<file path="src/rtl/z80_bus_arbiter_pkg.sv">
// rtl/z80_bus_arbiter_pkg.sv - shared encodings and constants for the DMA bus arbiter
package z80_bus_arbiter_pkg;

    localparam logic [2:0] ST_IDLE    = 3'd0;
    localparam logic [2:0] ST_CPU_REQ = 3'd1;
    localparam logic [2:0] ST_GRANT   = 3'd2;
    localparam logic [2:0] ST_GAP     = 3'd3;
    localparam logic [2:0] ST_CPU_REL = 3'd4;

    localparam int GAP_CNT_W = 4;

    localparam logic [15:0] BUS_IDLE_ADDR = 16'h0000;
    localparam logic [7:0]  BUS_IDLE_DATA = 8'h00;

endpackage

</file>
<file path="src/rtl/z80_bus_arbiter_rr_pick.sv">
// rtl/z80_bus_arbiter_rr_pick.sv - combinational round-robin selector, first set bit at or above ptr_i with wrap
module rr_pick #(
    parameter int N = 2,
    parameter int W = 1
) (
    input  logic [N-1:0] req_i,
    input  logic [W-1:0] ptr_i,
    output logic         valid_o,
    output logic [W-1:0] idx_o
);

    logic [N-1:0] rot;
    logic [W:0]   ofs;
    logic [W:0]   sum;

    always_comb begin
        // rotate so that bit 0 is the master the pointer names
        rot     = N'({req_i, req_i} >> ptr_i);
        valid_o = 1'b0;
        ofs     = '0;
        for (int i = 0; i < N; i++) begin
            if (!valid_o && rot[i]) begin
                valid_o = 1'b1;
                ofs     = (W+1)'(i);
            end
        end
        sum = {1'b0, ptr_i} + ofs;
        if (sum >= (W+1)'(N)) begin
            sum = sum - (W+1)'(N);
        end
        idx_o = sum[W-1:0];
    end

endmodule

</file>
<file path="src/rtl/z80_bus_arbiter.sv">
// rtl/z80_bus_arbiter.sv - BUSRQ/BUSAK arbiter granting the TV80 system bus to one DMA master at a time
module z80_bus_arbiter
    import z80_bus_arbiter_pkg::*;
#(
    parameter int N_MASTERS  = 2,
    parameter int GAP_CYCLES = 1,
    parameter int OWN_W      = (N_MASTERS > 1) ? $clog2(N_MASTERS) : 1
) (
    input  logic                    clk,
    input  logic                    reset_n,
    input  logic [N_MASTERS-1:0]    req_n,
    output logic [N_MASTERS-1:0]    gnt_n,
    output logic                    cpu_busrq_n,
    input  logic                    cpu_busak_n,
    input  logic [16*N_MASTERS-1:0] m_addr,
    input  logic [8*N_MASTERS-1:0]  m_data,
    input  logic [N_MASTERS-1:0]    m_iorq_n,
    input  logic [N_MASTERS-1:0]    m_mreq_n,
    input  logic [N_MASTERS-1:0]    m_rd_n,
    input  logic [N_MASTERS-1:0]    m_wr_n,
    output logic [15:0]             bus_addr,
    output logic [7:0]              bus_data,
    output logic                    bus_iorq_n,
    output logic                    bus_mreq_n,
    output logic                    bus_rd_n,
    output logic                    bus_wr_n,
    output logic [OWN_W-1:0]        owner,
    output logic                    busy
);

    localparam logic [GAP_CNT_W-1:0] GAP_LOAD = GAP_CNT_W'(GAP_CYCLES - 1);

    logic [2:0]           state_q,   state_d;
    logic [GAP_CNT_W-1:0] gap_cnt_q, gap_cnt_d;
    logic [OWN_W-1:0]     ptr_q,     ptr_d;
    logic [OWN_W-1:0]     owner_q,   owner_d;
    logic [N_MASTERS-1:0] gnt_n_q,   gnt_n_d;
    logic                 busrq_n_q, busrq_n_d;

    logic                 pick_valid;
    logic [OWN_W-1:0]     pick_idx;
    logic [N_MASTERS-1:0] pick_onecold;
    logic [OWN_W-1:0]     owner_inc;
    logic                 owner_req;
    logic                 drive_bus;

    rr_pick #(
        .N (N_MASTERS),
        .W (OWN_W)
    ) u_rr_pick (
        .req_i   (~req_n),
        .ptr_i   (ptr_q),
        .valid_o (pick_valid),
        .idx_o   (pick_idx)
    );

    always_comb begin
        for (int k = 0; k < N_MASTERS; k++) begin
            pick_onecold[k] = (pick_idx != OWN_W'(k));
        end
    end

    assign owner_inc = (owner_q == OWN_W'(N_MASTERS - 1)) ? '0 : owner_q + OWN_W'(1);

    // a BUSAK drop while granted strips the bus within the same cycle
    assign drive_bus   = (state_q == ST_GRANT) && !cpu_busak_n;
    assign gnt_n       = drive_bus ? gnt_n_q : '1;
    assign busy        = drive_bus;
    assign owner       = owner_q;
    assign cpu_busrq_n = busrq_n_q;

    always_comb begin
        bus_addr   = BUS_IDLE_ADDR;
        bus_data   = BUS_IDLE_DATA;
        bus_iorq_n = 1'b1;
        bus_mreq_n = 1'b1;
        bus_rd_n   = 1'b1;
        bus_wr_n   = 1'b1;
        owner_req  = 1'b0;
        for (int k = 0; k < N_MASTERS; k++) begin
            if (owner_q == OWN_W'(k)) begin
                owner_req = !req_n[k];
                if (drive_bus) begin
                    bus_addr   = m_addr[16*k +: 16];
                    bus_data   = m_data[8*k +: 8];
                    bus_iorq_n = m_iorq_n[k];
                    bus_mreq_n = m_mreq_n[k];
                    bus_rd_n   = m_rd_n[k];
                    bus_wr_n   = m_wr_n[k];
                end
            end
        end
    end

    always_comb begin
        state_d   = state_q;
        gap_cnt_d = gap_cnt_q;
        ptr_d     = ptr_q;
        owner_d   = owner_q;
        gnt_n_d   = gnt_n_q;
        busrq_n_d = busrq_n_q;
        case (state_q)
            ST_IDLE: begin
                if (pick_valid) begin
                    busrq_n_d = 1'b0;
                    state_d   = ST_CPU_REQ;
                end
            end
            ST_CPU_REQ: begin
                if (!pick_valid) begin
                    busrq_n_d = 1'b1;
                    state_d   = ST_CPU_REL;
                end else if (!cpu_busak_n) begin
                    owner_d = pick_idx;
                    gnt_n_d = pick_onecold;
                    state_d = ST_GRANT;
                end
            end
            ST_GRANT: begin
                if (cpu_busak_n) begin
                    gnt_n_d   = '1;
                    ptr_d     = owner_inc;
                    busrq_n_d = 1'b1;
                    state_d   = ST_CPU_REL;
                end else if (!owner_req) begin
                    gnt_n_d   = '1;
                    ptr_d     = owner_inc;
                    gap_cnt_d = GAP_LOAD;
                    state_d   = ST_GAP;
                end
            end
            ST_GAP: begin
                if (cpu_busak_n) begin
                    busrq_n_d = 1'b1;
                    state_d   = ST_CPU_REL;
                end else if (gap_cnt_q != '0) begin
                    gap_cnt_d = gap_cnt_q - GAP_CNT_W'(1);
                end else if (pick_valid) begin
                    owner_d = pick_idx;
                    gnt_n_d = pick_onecold;
                    state_d = ST_GRANT;
                end else begin
                    busrq_n_d = 1'b1;
                    state_d   = ST_CPU_REL;
                end
            end
            ST_CPU_REL: begin
                if (cpu_busak_n) begin
                    state_d = ST_IDLE;
                end
            end
            default: begin
                gnt_n_d   = '1;
                busrq_n_d = 1'b1;
                state_d   = ST_IDLE;
            end
        endcase
    end

    always_ff @(posedge clk) begin
        if (!reset_n) begin
            state_q   <= ST_IDLE;
            gap_cnt_q <= '0;
            ptr_q     <= '0;
            owner_q   <= '0;
            gnt_n_q   <= '1;
            busrq_n_q <= 1'b1;
        end else begin
            state_q   <= state_d;
            gap_cnt_q <= gap_cnt_d;
            ptr_q     <= ptr_d;
            owner_q   <= owner_d;
            gnt_n_q   <= gnt_n_d;
            busrq_n_q <= busrq_n_d;
        end
    end

endmodule

</file>
<file path="config.mk">
export PLATFORM = sky130hd
export DESIGN_NAME = z80_bus_arbiter
export DESIGN_NICKNAME = d
export VERILOG_FILES = /design/src/rtl/z80_bus_arbiter_pkg.sv /design/src/rtl/z80_bus_arbiter_rr_pick.sv /design/src/rtl/z80_bus_arbiter.sv
export SDC_FILE = /design/constraint.sdc
export NUM_CORES = 1
export LEC_CHECK = 0
export ABC_AREA = 0
export CAP_MARGIN = 5
export CORE_UTILIZATION = 30
export CTS_CLUSTER_SIZE = 16
export DETAILED_ROUTE_END_ITERATION = 8
export GPL_TIMING_DRIVEN = 1
export PLACE_DENSITY_LB_ADDON = 0.25
export SYNTH_ARGS = -nofsm -noshare
export SYNTH_HDL_FRONTEND = slang
export SYNTH_SLANG_ARGS = --single-unit
</file>
<file path="constraint.sdc">
create_clock -name clk -period 1.77 [get_ports clk]
set_input_delay 0.4425 -clock clk [delete_from_list [all_inputs] [get_ports clk]]
set_output_delay 0.4425 -clock clk [all_outputs]
set_load 0.03 [all_outputs]
</file>
==> results.toml <==
[outcome]
status = "finished, violations left"
violations = "setup timing"

[synthesis]
yosys.cell_types.count = 41
synth_top_area_frac = 0.269
ys_seq_area_frac = 0.202
netlist_area_mm2 = 0.00119
ys_seq_elements = 12
syn_inst = 156
synth_ff_type = "dfxtp_1"
synthTopCellsByArea = "mux2i_1, dfxtp_1, nor2_1, nand2_1, a21oi_1"
synth_edf_count = 0
syn_nets = 218
yosys.area.top_type = "mux2i_1"
synth.avg_cell_area_um2 = 7.62
ys.warnings.count = 0
ys_async_sr_fraction = 0

[sta]
setup_viol = 38
whs_ns = 0.514
fmax_ghz = 0.462
rsz0062_at_grt = "true"
finalHoldViolCount = 0
layout_setup_ws_ns = -0.393
finalClockSkew_ns = 0.00611
slew_viol_final = 0
final.min_clock_period_ns = 2.16
min_period_over_period = 1.22
tightest_slew_ns = 0.492
max_slew_margin = 0.668

[clocking]
cts_tree = "built"
cts_buffers = 3
clkTransAtPathRegs_ns = 0.06
htreeDepth = 1
clk_path_buf_depth = 2
root_buffer = "clkbuf_8"
clock_sink_count = 12
cts_hold_buf = 0
clock_latency_ns = 0.25

[route]
via_count = 1743
postRouteAntennaNets = 0
via_per_inst = 5.41
first_pass_iters = 4
wire_per_inst_um = 19.1
wirelength_um = 6160
drc = 0
drt_iter0_markers = 69

[grt]
grt_use_total = 0.244
grt_max_degree = 26
grt_pass1_vias = 1570
grt_overflow = 0
antenna_found_initial = 0
use_met2 = 0.449
grtUsageMet1 = 0.272
grt.busiest_layer = "met2"
global_route.usage.met3 = 0.0704
grt_pass1_wl_um = 7870

[layout]
areaGrowthSynthToFinish_pct = 140
drive_gt1_frac = 0.438
fillers = 231
fin_area_mm2 = 0.00286
n_antenna_cell = 0
post-route-util = 0.763
fin_nets = 337

[critical_path]
endpoint_kind = "primary output"
start_kind = "flip-flop"
path_max_fanout = 8
cp.required_ns = 1.33
cp.arrival_ns = 1.72
critPathKind = "reg2out"

[job]
maxCapViolCount = 0

[floorplanning]
ios = 94
row_count = 22
initial_core_util = 0.318
die_y_um = 64.9
dieArea_mm2 = 0.00422
core_area_mm2 = 0.00374
die_x_um = 64.9

[placed_design]
dp_hpwl_um = 3300
placed_area_mm2 = 0.00243
place.gp.congestion = 0.919
portBuffers = 93

[power_and_ir_drop]
power_density_mw_per_mm2 = 569
vdd_drop_max_uv = 707
power.leakage_nw = 1.15

[hold_path]
holdCritPathClass = "reg2reg"
[logic make-up after synthesis]
kind of cell | Yosys count | share of synthesized area
and+or+nand+nor | 62 | 0.249
muxes | 33 | 0.279
AOI/OAI and AO/OA | 26 | 0.166
buffers and inverters | 21 | 0.0842
DFF | 12 | 0.202
adders and majority gates | 2 | 0.0189
[path summary, 6_finish.rpt]
path | from | to | slack [ns] | cells after the start
max | state_q[2] | bus_wr_n | -0.39 | 6
min reg2reg | cpu_busrq_n | cpu_busrq_n | 0.51 | 2
min | cpu_busrq_n | cpu_busrq_n | 0.51 | 2
max reg2reg | state_q[2] | gap_cnt_q[3] | -0.28 | 8
[final cells by class]
| type | count | area, um2 | share of cell area |
|---|---|---|---|
| timing repair buffer | 125 | 1320 | 0.460 |
| clock buffer | 4 | 55.1 | 0.0193 |
| sequential | 12 | 248 | 0.0867 |
| tap | 48 | 60.1 | 0.0210 |
| multi-input combinational | 123 | 1130 | 0.395 |
| inverter | 10 | 50.0 | 0.0175 |
[state kept, by name, indices dropped and copies added (netlist names)]
register     count
state_q          3
gnt_n_q          2
owner            1
cpu_busrq_n      1
gap_cnt_q        4
ptr_q            1
[synthesized netlist by cell type, types with 2 or more instances]
library cell / count
nor2b_1: 2
a32oi_1: 2
clkbuf_1: 6
or3_1: 2
nor2_1: 29
buf_1: 3
nand3_1: 3
nand2b_1: 2
o22ai_1: 2
o221ai_1: 2
and2_1: 2
or3b_2: 2
a31oi_1: 3
nand2_1: 14
a21oi_1: 7
mux2i_1: 32
inv_1: 8
dfxtp_1: 12
[critical path, cell delays in order (launching register included)]
cell,delay (ns)
dfxtp_2,0.33
or4_4,0.58
buf_12,0.16
buf_8,0.12
clkinv_8,0.07
nand2_2,0.06
buf_6,0.15
[routing by layer]
layer	wire [um]	vias to the layer above
met5	0	-
met1	2140	810
li1	-	791
met3	595	26
met2	3230	116
met4	197	0
[through the flow]
stage / std cells / worst slack, ns / TNS (ns) / power [mW]
finish: 322 / -0.393 / -12.18 / 1.63
global route: 322 / -0.422 / -13.17 / 1.70
floorplan: 156 / -0.115 / -2.46 / 0.839
CTS: 320 / -0.351 / -11.20 / 1.53
global placement: 310 / -0.483 / -17.49 / 1.14
detailed placement: 310 / -0.537 / -18.82 / 1.14
[power by group]
part	switching (mW)	leakage (nW)	internal [mW]
Sequential	0.0284	0.100	0.306
Combinational	0.489	1.02	0.487
Clock	0.119	0.0288	0.197
[repair_timing]
| action | in CTS | in global routing |
|---|---|---|
| endpoints found under the setup margin | 42 | 39 |
| setup buffers | 3 | 2 |
| cloned | 3 | 0 |
| resized for setup | 48 | 16 |
| pin swaps | 6 | 5 |
[cell usage in the layout, fill, tap and decap left out, drive strengths merged, types with 2 or more instances in the layout]
cell	count
nor2	29
nand3	3
mux2i	32
inv	9
buf	65
o22ai	2
nand2	14
o221ai	2
a21oi	7
or3	2
and2	2
nor2b	2
clkdlybuf4s50	60
a31oi	3
dfxtp	12
clkbuf	4
or3b	2
nand2b	2
a32oi	2
Note: power is estimated with default switching activity, not from simulation.
